**config.mk**
```make
export PLATFORM = sky130hd
export DESIGN_NAME = fp_mult_result_buffer_flat
export DESIGN_NICKNAME = d
export VERILOG_FILES = /design/src/rtl/fp_mult_result_buffer_pkg.sv /design/src/rtl/fp_mult_result_buffer_if.sv /design/src/rtl/fp_result_fifo.sv /design/src/rtl/fp_mult_result_buffer.sv /design/src/flat_wrapper.sv
export SDC_FILE = /design/constraint.sdc
export NUM_CORES = 1
export LEC_CHECK = 0
export ABC_AREA = 1
export CORE_UTILIZATION = 64
export CTS_CLUSTER_SIZE = 30
export DETAILED_ROUTE_END_ITERATION = 10
export DONT_BUFFER_PORTS = 1
export GPL_ROUTABILITY_DRIVEN = 1
export PLACE_DENSITY = 0.8
export SYNTH_ARGS = -nofsm -noshare
export SYNTH_HDL_FRONTEND = slang
export SYNTH_HIERARCHICAL = 1
export SYNTH_SLANG_ARGS = --single-unit
```
**constraint.sdc**
```tcl
create_clock -name clk -period 3.5 [get_ports clk]
set_input_delay 0.7 -clock clk [delete_from_list [all_inputs] [get_ports clk]]
set_output_delay 0.7 -clock clk [all_outputs]
set_load 0.005 [all_outputs]
```
**src/rtl/fp_mult_result_buffer_pkg.sv**
```systemverilog
// ============================================================================
// Module      : fp_mult_result_buffer_pkg
// Description : Shared status layout and widths for the fp_mult result path.
// Revision    : 1.0 - initial release
// ============================================================================
`default_nettype none

package fp_mult_result_buffer_pkg;

    localparam int STATUS_W = 8;
    localparam int FLAG_W   = 6;
    localparam int Z_W      = 32;

    typedef struct packed {
        logic [1:0] rsvd;
        logic       inexact;
        logic       huge;
        logic       tiny;
        logic       nan;
        logic       inf;
        logic       zero;
    } fp_status_t;

    // Only the defined exception bits take part in sticky accumulation.
    function automatic logic [FLAG_W-1:0] status_flags(input fp_status_t st);
        return {st.inexact, st.huge, st.tiny, st.nan, st.inf, st.zero};
    endfunction

endpackage

`default_nettype wire

```
**src/rtl/fp_mult_result_buffer_if.sv**
```systemverilog
// ============================================================================
// Module      : fp_mult_result_buffer_if
// Description : Producer/consumer/status bundle for fp_mult_result_buffer.
// Revision    : 1.0 - initial release
// ============================================================================
`default_nettype none

interface fp_mult_result_buffer_if #(
    parameter int CNT_W = 16
);
    import fp_mult_result_buffer_pkg::*;

    logic                in_valid;
    logic [Z_W-1:0]      in_z;
    logic [STATUS_W-1:0] in_status;
    logic                in_ready;
    logic                almost_full;
    logic                out_valid;
    logic                out_ready;
    logic [Z_W-1:0]      out_z;
    logic [STATUS_W-1:0] out_status;
    logic [FLAG_W-1:0]   sticky_flags;
    logic                clear_flags;
    logic [CNT_W-1:0]    result_cnt;
    logic [CNT_W-1:0]    drop_cnt;
    logic                overflow_err;

    // Environment side: drives results and consumer/control inputs.
    modport master (
        output in_valid, in_z, in_status, out_ready, clear_flags,
        input  in_ready, almost_full, out_valid, out_z, out_status,
               sticky_flags, result_cnt, drop_cnt, overflow_err
    );

    // Buffer side.
    modport slave (
        input  in_valid, in_z, in_status, out_ready, clear_flags,
        output in_ready, almost_full, out_valid, out_z, out_status,
               sticky_flags, result_cnt, drop_cnt, overflow_err
    );

endinterface

`default_nettype wire

```
**src/rtl/fp_result_fifo.sv**
```systemverilog
// ============================================================================
// Module      : fp_result_fifo
// Description : Generic DEPTH x WIDTH first-word-fall-through FIFO with count.
// Revision    : 1.0 - initial release
// ============================================================================
`default_nettype none

module fp_result_fifo #(
    parameter int DEPTH = 4,
    parameter int WIDTH = 40
) (
    input  wire logic                     clk,
    input  wire logic                     rst,
    input  wire logic                     push,
    input  wire logic                     pop,
    input  wire logic [WIDTH-1:0]         wdata,
    output logic      [WIDTH-1:0]         rdata,
    output logic      [$clog2(DEPTH):0]   count,
    output logic                          full,
    output logic                          empty
);

    localparam int AW = $clog2(DEPTH);
    localparam logic [AW:0] FULL_COUNT = (AW+1)'(DEPTH);

    logic [WIDTH-1:0] mem [DEPTH];
    logic [AW-1:0]    rd_ptr;
    logic [AW-1:0]    wr_ptr;

    // Storage is never read while empty, so it needs no reset.
    always_ff @(posedge clk) begin
        if (push) begin
            mem[wr_ptr] <= wdata;
        end
    end

    always_ff @(posedge clk or posedge rst) begin
        if (rst) begin
            rd_ptr <= '0;
            wr_ptr <= '0;
            count  <= '0;
        end else begin
            if (push) begin
                wr_ptr <= wr_ptr + AW'(1);
            end
            if (pop) begin
                rd_ptr <= rd_ptr + AW'(1);
            end
            case ({push, pop})
                2'b10:   count <= count + (AW+1)'(1);
                2'b01:   count <= count - (AW+1)'(1);
                default: count <= count;
            endcase
        end
    end

    assign rdata = mem[rd_ptr];
    assign full  = (count == FULL_COUNT);
    assign empty = (count == '0);

endmodule

`default_nettype wire

```
**src/rtl/fp_mult_result_buffer.sv**
```systemverilog
// ============================================================================
// Module      : fp_mult_result_buffer
// Description : Buffers fp_mult results in a FWFT FIFO with early credit,
//               sticky exception flags and saturating result/drop counters.
// Revision    : 1.0 - initial release
// ============================================================================
`default_nettype none

module fp_mult_result_buffer
    import fp_mult_result_buffer_pkg::*;
#(
    parameter int DEPTH = 4,
    parameter int CNT_W = 16
) (
    input  wire logic clk,
    input  wire logic rst,
    fp_mult_result_buffer_if.slave bus
);

    localparam int AW    = $clog2(DEPTH);
    localparam int WIDTH = STATUS_W + Z_W;
    localparam logic [AW:0]      AF_LEVEL = (AW+1)'(DEPTH - 1);
    localparam logic [CNT_W-1:0] CNT_MAX  = '1;
    localparam logic [CNT_W-1:0] CNT_ONE  = CNT_W'(1);

    logic [WIDTH-1:0] head;
    logic [AW:0]      count;
    logic             full;
    logic             empty;
    logic             push;
    logic             pop;
    logic             drop;
    logic             accept_ready;
    fp_status_t       in_st;

    logic [FLAG_W-1:0] sticky_flags;
    logic [CNT_W-1:0]  result_cnt;
    logic [CNT_W-1:0]  drop_cnt;
    logic              overflow_err;

    assign in_st        = fp_status_t'(bus.in_status);
    assign pop          = ~empty & bus.out_ready;
    // A pop frees a slot in the same cycle, so a full FIFO can still accept.
    assign accept_ready = ~full | pop;
    assign push         = bus.in_valid & accept_ready;
    assign drop         = bus.in_valid & ~accept_ready;

    fp_result_fifo #(
        .DEPTH (DEPTH),
        .WIDTH (WIDTH)
    ) u_fifo (
        .clk   (clk),
        .rst   (rst),
        .push  (push),
        .pop   (pop),
        .wdata ({bus.in_status, bus.in_z}),
        .rdata (head),
        .count (count),
        .full  (full),
        .empty (empty)
    );

    always_ff @(posedge clk or posedge rst) begin
        if (rst) begin
            sticky_flags <= '0;
            result_cnt   <= '0;
            drop_cnt     <= '0;
            overflow_err <= 1'b0;
        end else if (bus.clear_flags) begin
            // Clear wins over history but not over this cycle's event.
            sticky_flags <= push ? status_flags(in_st) : '0;
            result_cnt   <= push ? CNT_ONE : '0;
            drop_cnt     <= drop ? CNT_ONE : '0;
            overflow_err <= drop;
        end else begin
            if (push) begin
                sticky_flags <= sticky_flags | status_flags(in_st);
                if (result_cnt != CNT_MAX) begin
                    result_cnt <= result_cnt + CNT_ONE;
                end
            end
            if (drop) begin
                overflow_err <= 1'b1;
                if (drop_cnt != CNT_MAX) begin
                    drop_cnt <= drop_cnt + CNT_ONE;
                end
            end
        end
    end

    assign bus.in_ready     = accept_ready;
    // Credit comes from registered count only, covering issue-to-valid latency.
    assign bus.almost_full  = (count >= AF_LEVEL);
    assign bus.out_valid    = ~empty;
    assign bus.out_z        = empty ? '0 : head[Z_W-1:0];
    assign bus.out_status   = empty ? '0 : head[WIDTH-1:Z_W];
    assign bus.sticky_flags = sticky_flags;
    assign bus.result_cnt   = result_cnt;
    assign bus.drop_cnt     = drop_cnt;
    assign bus.overflow_err = overflow_err;

endmodule

`default_nettype wire

```
**src/flat_wrapper.sv**
```systemverilog
// flat-port wrapper written by rule: the top's interface ports become plain ports
module fp_mult_result_buffer_flat import fp_mult_result_buffer_pkg::*;
#(
    parameter int DEPTH = 4,
    parameter int CNT_W = 16
)
  (clk, rst, bus_in_valid, bus_in_z, bus_in_status, bus_out_ready, bus_clear_flags, bus_in_ready, bus_almost_full, bus_out_valid, bus_out_z, bus_out_status, bus_sticky_flags, bus_result_cnt, bus_drop_cnt, bus_overflow_err);
  fp_mult_result_buffer_if #(.CNT_W(CNT_W)) bus_i ();
  input  wire logic clk;
  input  wire logic rst;
  input wire logic [$bits(bus_i.in_valid)-1:0] bus_in_valid;
  input wire logic [$bits(bus_i.in_z)-1:0] bus_in_z;
  input wire logic [$bits(bus_i.in_status)-1:0] bus_in_status;
  input wire logic [$bits(bus_i.out_ready)-1:0] bus_out_ready;
  input wire logic [$bits(bus_i.clear_flags)-1:0] bus_clear_flags;
  output wire logic [$bits(bus_i.in_ready)-1:0] bus_in_ready;
  output wire logic [$bits(bus_i.almost_full)-1:0] bus_almost_full;
  output wire logic [$bits(bus_i.out_valid)-1:0] bus_out_valid;
  output wire logic [$bits(bus_i.out_z)-1:0] bus_out_z;
  output wire logic [$bits(bus_i.out_status)-1:0] bus_out_status;
  output wire logic [$bits(bus_i.sticky_flags)-1:0] bus_sticky_flags;
  output wire logic [$bits(bus_i.result_cnt)-1:0] bus_result_cnt;
  output wire logic [$bits(bus_i.drop_cnt)-1:0] bus_drop_cnt;
  output wire logic [$bits(bus_i.overflow_err)-1:0] bus_overflow_err;
  assign bus_i.in_valid = bus_in_valid;
  assign bus_i.in_z = bus_in_z;
  assign bus_i.in_status = bus_in_status;
  assign bus_i.out_ready = bus_out_ready;
  assign bus_i.clear_flags = bus_clear_flags;
  assign bus_in_ready = bus_i.in_ready;
  assign bus_almost_full = bus_i.almost_full;
  assign bus_out_valid = bus_i.out_valid;
  assign bus_out_z = bus_i.out_z;
  assign bus_out_status = bus_i.out_status;
  assign bus_sticky_flags = bus_i.sticky_flags;
  assign bus_result_cnt = bus_i.result_cnt;
  assign bus_drop_cnt = bus_i.drop_cnt;
  assign bus_overflow_err = bus_i.overflow_err;
  fp_mult_result_buffer #(.DEPTH(DEPTH), .CNT_W(CNT_W)) u_core (.clk(clk), .rst(rst), .bus(bus_i));
endmodule
```
After elaboration in Yosys (flattened, before gate mapping)

Memory sizes are Yosys's and may differ from the RTL's.
Cells that the tools add are included.

Add/sub/neg operators: 6
Magnitude comparators: 1
Equality and inequality tests: 5
Mux-type cells: 18
Bitwise operators: 8
Reductions and logical operators: 8

Operators with widths:

| kind                                                                   | count |
|---|---|
| 16-bit 2-to-1 mux                                                      | 6 |
| 16-bit by 1-bit adder with 16-bit output (second input constant)       | 2 |
| 32-bit 2-to-1 mux                                                      | 1 |
| 16-bit != test (second input constant)                                 | 2 |
| 6-bit 2-to-1 mux                                                       | 3 |
| 2-bit nonzero test                                                     | 5 |
| 8-bit 2-to-1 mux                                                       | 1 |
| 1-bit 2-to-1 mux                                                       | 6 |
| 6-bit OR                                                               | 1 |
| 3-bit case mux with 2 select lines                                     | 1 |
| 2-bit by 1-bit adder with 2-bit output (second input constant)         | 2 |
| 2-bit AND reduction                                                    | 2 |
| 3-bit by 1-bit adder with 3-bit output (second input constant)         | 1 |
| 1-bit AND                                                              | 3 |
| 3-bit == test (second input constant)                                  | 1 |
| 3-bit by 2-bit >= comparator with 1-bit output (second input constant) | 1 |
| 3-bit logical NOT                                                      | 1 |
| 1-bit NOT                                                              | 3 |
| 3-bit by 1-bit subtractor with 3-bit output (second input constant)    | 1 |
| 2-bit by 1-bit == test with 1-bit output (second input constant)       | 1 |
| 2-bit == test (second input constant)                                  | 1 |
| 1-bit OR                                                               | 1 |

Flip-flop bits (word level): 46
Bits in writable memories: 160
Output and inout bits: 82
Memories kept: 1

Memories:

| name              | words | width | read ports | clocked after Yosys merged registers in | wr ports | RTL line             | RTL |
|---|---|---|---|---|---|---|---|
| u_core.u_fifo.mem | 4     | 40    | 1          | 0                                       | 1        | fp_result_fifo.sv:26 | `logic [WIDTH-1:0] mem [DEPTH];` |

Depth between registers and ports, before layout

Word-level depth: 8
Depth in mapped cells: 15
Mapped depth without buffers: 14

Hierarchy

Netlist, hierarchy kept.

Modules (own cells, without submodules):

| module                | instances | cells each | area each (um2) | sequential area each (um2) |
|---|---|---|---|---|
| fp_result_fifo        | 1         | 517        | 6,998.0         | 4,979.8 |
| fp_mult_result_buffer | 1         | 430        | 2,727.6         | 975.9 |

Worst setup path before layout

No wires, ideal clock.

Path kind: input to register
Start: input port bus_out_ready
End: memory u_core.u_fifo.mem[0][0], enable pin
Library setup time: 0.395 ns
Arrival time: 2.348 ns
Slack: 0.757 ns
Cell stages on the path: 7
Buffers on the path: 1
Cell sequence: inv_1 > nor2_1 > nor2_1 > nor2_2 > clkbuf_1 > nand2_1 > inv_1

Word-level cells in the longest chain between the ends: 5

RTL lines:

| what                                   | RTL line                    | RTL |
|---|---|---|
| start, declared                        | flat_wrapper.sv:14          | `input wire logic [$bits(bus_i.out_ready)-1:0] bus_out_ready;` |
| 1-bit AND                              | fp_mult_result_buffer.sv:42 | `assign pop = ~empty & bus.out_ready;` |
| net u_core.pop                         | fp_mult_result_buffer.sv:31 | `logic pop;` |
| 1-bit OR                               | fp_mult_result_buffer.sv:44 | `assign accept_ready = ~full \| pop;` |
| 1-bit AND                              | fp_mult_result_buffer.sv:45 | `assign push = bus.in_valid & accept_ready;` |
| net u_core.push                        | fp_mult_result_buffer.sv:30 | `logic push;` |
| 1-bit 2-to-1 mux                       | fp_result_fifo.sv:32        | `if (push) begin` |
| 1-bit 2-to-1 mux (implied by the code) | fp_result_fifo.sv:33        | `mem[wr_ptr] <= wdata;` |
| end, declared                          | fp_result_fifo.sv:26        |  |

The timed path passes the listed nets, and every way through them passes these cells.

Final worst setup path

Start: register u_core.u_fifo.rd_ptr[0]
End: output port bus_out_status[4]

Word-level cells in the longest chain between the ends: 2

RTL lines:

| what                   | RTL line                    | RTL |
|---|---|---|
| start, declared        | fp_result_fifo.sv:27        | `logic [AW-1:0] rd_ptr;` |
| start signal, assigned | fp_result_fifo.sv:47        | `rd_ptr <= rd_ptr + AW'(1);` |
| memory 4 x 40 bit      | -                           |  |
| net u_core.head[36]    | fp_mult_result_buffer.sv:26 | `logic [WIDTH-1:0] head;` |
| 8-bit 2-to-1 mux       | fp_mult_result_buffer.sv:96 | `assign bus.out_status = empty ? '0 : head[WIDTH-1:Z_W];` |
| end, declared          | flat_wrapper.sv:20          | `output wire logic [$bits(bus_i.out_status)-1:0] bus_out_status;` |

The timed path passes the listed nets, and every way through them passes these cells.

==> metrics.txt <==
outcome=finished with violations; failing checks=DRC; largest net degree at the start of global routing=64; met1 global-route usage=31.41%; most used routing layer=met2; complex-gate fraction of the synthesized area=10.96%; Inserted Diodes=0; syn_area_per_cell=about 10 µm²; vias in the first global route=6,174; post-DP HPWL=12.03 mm; VDD IR max=~600 µV; area growth from synthesis to layout=7.488%; # IOs=127; synthesized instance count=947; num rows=44; sw frac=34.94%; CTS Buf Count=22; R2R Setup Slk=1110 ps; CTS tree=done; Clk network pwr share=26.7%; critical path required time=2800 ps; worst-skew pair later-pin latency=490 ps; Tmin final=2841 ps; Reg clk slew, reported paths=60 ps; total gr overflow=0; crit path DAT=2140 ps; RR Startpoint=u_core/u_fifo/count[0]$_DFFE_PP0P_; Die Y=125.3 µm; Unique masters post-synth=37; Final Slew Violations=0; initial core utilization=66.16%; # port buffers=0; layout cells sized above 1=a little under an eighth; CTS Hold Bufs=0; fmax=about 350 MHz; pwr dens=between 700 and 800 nW/µm²; Ys Warns=6; fraction of synthesized area in multiplexers=0%; wire length per cell=16.33 µm; post-synthesis adder-cell area fraction=1.106%; Overall Global Routing Usage=24.77%; Clock Sinks=206; DRT iter0 DRCs=377; #FFs+latches synth=206; Reg2Reg Capture Point=u_core/u_fifo/mem[2][4]$_DFFE_PP_; Worst Hold Class=input pin to async pin; vias per cell=5.555; FILL cells=1,028; Vias=6,355; Leak=roughly 4.4 nW; Setup Viol. Count Final=0; WL final=18.69 mm; Final Net Count=997; combinational power share=30.1%; pre-CTS WS=891.0 ps; reg2reg path depth=7; internal power=0.005137 W; drt first pass iters=10; routability cong.=approximately 0.83; setup ws final=659.4 ps; Global Route met3 Usage=5.991%; met2 usage=between 40% and 50%; P_sw=0.002759 W; setup repair bufs after CTS=0; CP endpoint kind=primary output; WS Path Type=flip-flop to primary output; headroom to the max-slew limit=between 30 and 40%; sequential-to-total area share from yosys stat=61.24%; Layout Skew=approximately 12 ps; Critical Path Start Type=flip-flop; DRT antenna net count=0; first-pass GRT wire length=30.71 mm; initial antenna violation count=0; CP max FO=63; H-tree depth=1; Flop pwr share=43.2%; cell area after synthesis=9726 µm²; DRC Markers=4; post-synth net total=1,000; Placeable Area=14,700 µm²; clk buf depth=3; DIE AREA=15,690 µm²; final hold viol count=0; Die X=125.3 µm; Least-Margin Pin Slew=960.8 ps; RSZ-0062 raised after global routing=false; simple-gate area share of the yosys netlist=16.42%; CTS Root Cell=clkbuf_16; sum of negative setup slack=0 ps; Synth Area in XOR/XNOR=0.5403%; Resized cells post-CTS=0; largest family of logic cells by synthesized area=simple AND/OR/NAND/NOR gates; fin crit share=between 80% and 90%; max cap viols=0
-- cell families (layout without fill, tap and decap cells) --
logic type | count (synthesis) | after routing
AND/OR/NAND/NOR | 389 | 389
buffers and inverters | 213 | 226
flip-flops | 206 | 206
AO/OA/AOI/OAI | 125 | 125
adder cells (fa/ha/maj) | 8 | 8
XOR/XNOR | 6 | 6
-- metrics by stage --
stage	cell area (µm²)	hold WS [ps]	std cells	utilization, %	power [W]
3_5_place_dp	9791	500.4	1104	66.61	0.005841
3_3_place_gp	9791	492.1	1104	66.61	0.005753
5_1_grt	10450	30.10	1144	71.12	0.008373
4_1_cts	10450	18.33	1144	71.12	0.007960
2_1_floorplan	9726	472.9	947	-	0.005408
6_report	10450	21.12	1144	71.12	0.007897
-- cells in the mapped netlist, drive strengths merged --
cell	instances	area, µm²
fa	1	20.02
nor2	86	345.3
nand3b	2	15.01
buf	30	260.3
inv	172	645.6
a22o	6	52.55
edfxtp	160	4805
dfrtp	46	1151
a21o	1	7.510
o211ai	82	815.8
nand4	7	43.79
nand2	247	944.7
a21oi	3	15.01
xnor2	3	26.28
o21bai	2	15.01
clkinv	1	3.750
or2	6	37.54
nor3	3	15.01
nand3	38	195.2
clkbuf	10	37.54
xor2	3	26.28
o22ai	1	6.260
ha	7	87.58
o21ai	30	153.9
-- registers in the layout (all words and copies together) (netlist names) --
signal / cells
u_core/u_fifo/mem: 160
u_core/bus.drop_cnt: 16
u_core/bus.result_cnt: 16
u_core/bus.sticky_flags: 6
u_core/u_fifo/count: 3
u_core/u_fifo/rd_ptr: 2
u_core/u_fifo/wr_ptr: 2
u_core/bus.overflow_err: 1
-- how the worst max path moves through the flow --
stage                                              end  slack (ps)                                start  cells past startpoint
floorplan            u_core/u_fifo/mem[0][0]$_DFFE_PP_         760                        bus_out_ready                      7
global placement    u_core/u_fifo/mem[2][11]$_DFFE_PP_         950                        bus_out_ready                      7
detailed placement  u_core/u_fifo/mem[2][14]$_DFFE_PP_         890                        bus_out_ready                      7
CTS                                  bus_out_status[4]         620  u_core/u_fifo/rd_ptr[0]$_DFFE_PP0P_                      5
global route                         bus_out_status[4]         540  u_core/u_fifo/rd_ptr[0]$_DFFE_PP0P_                      5
finish                               bus_out_status[4]         660  u_core/u_fifo/rd_ptr[0]$_DFFE_PP0P_                      5
-- cells in the final DEF, fill, tap and decap left out, types with 4 or more instances in the layout --
| cell | count |
|---|---|
| nand4_1 | 7 |
| edfxtp_1 | 160 |
| o21ai_0 | 9 |
| nand2_1 | 242 |
| nand3_1 | 37 |
| ha_1 | 7 |
| o21ai_1 | 20 |
| or2_2 | 6 |
| nor2_1 | 79 |
| clkbuf_1 | 9 |
| a22o_1 | 6 |
| nand2_2 | 4 |
| nor2_2 | 6 |
| inv_1 | 167 |
| dfrtp_1 | 44 |
| o211ai_2 | 40 |
| buf_4 | 11 |
| clkbuf_16 | 23 |
| o211ai_1 | 42 |
| inv_2 | 6 |
-- metal layers --
metal | part of all wire, % | vias up
li1 | - | 3103
met3 | 7.7 | 35
met1 | 41 | 2991
met4 | 2.0 | 0
met2 | 49 | 226
met5 | 0 | -
-- power by group through the flow --
stage                     sequential (W)  combinational (W)  clock, W
after global routing             0.00346            0.00267   0.00224
after global placement           0.00344            0.00232         0
after floorplan                  0.00330            0.00210         0
after CTS                        0.00341            0.00240   0.00214
final                            0.00341            0.00238   0.00211
after detailed placement         0.00345            0.00239         0
-- critical path: stages, from the launching register on --
cell      delay [ps]
dfrtp_4          810
buf_12           360
o211ai_1         170
nand2_1          140
inv_1             40
nor2_1           120
-- final cells by class --
cell class,instances,area [µm²],share of cell area (%)
multi-input combinational,528,2828,27.05
inverter,173,649.4,6.212
sequential,206,5961,57.02
timing repair buffer,13,122.6,1.173
clock buffer,33,623.1,5.960
tap,184,230.2,2.202
clock inverter,7,40.04,0.3830
Note: power is estimated with default switching activity, not from simulation.
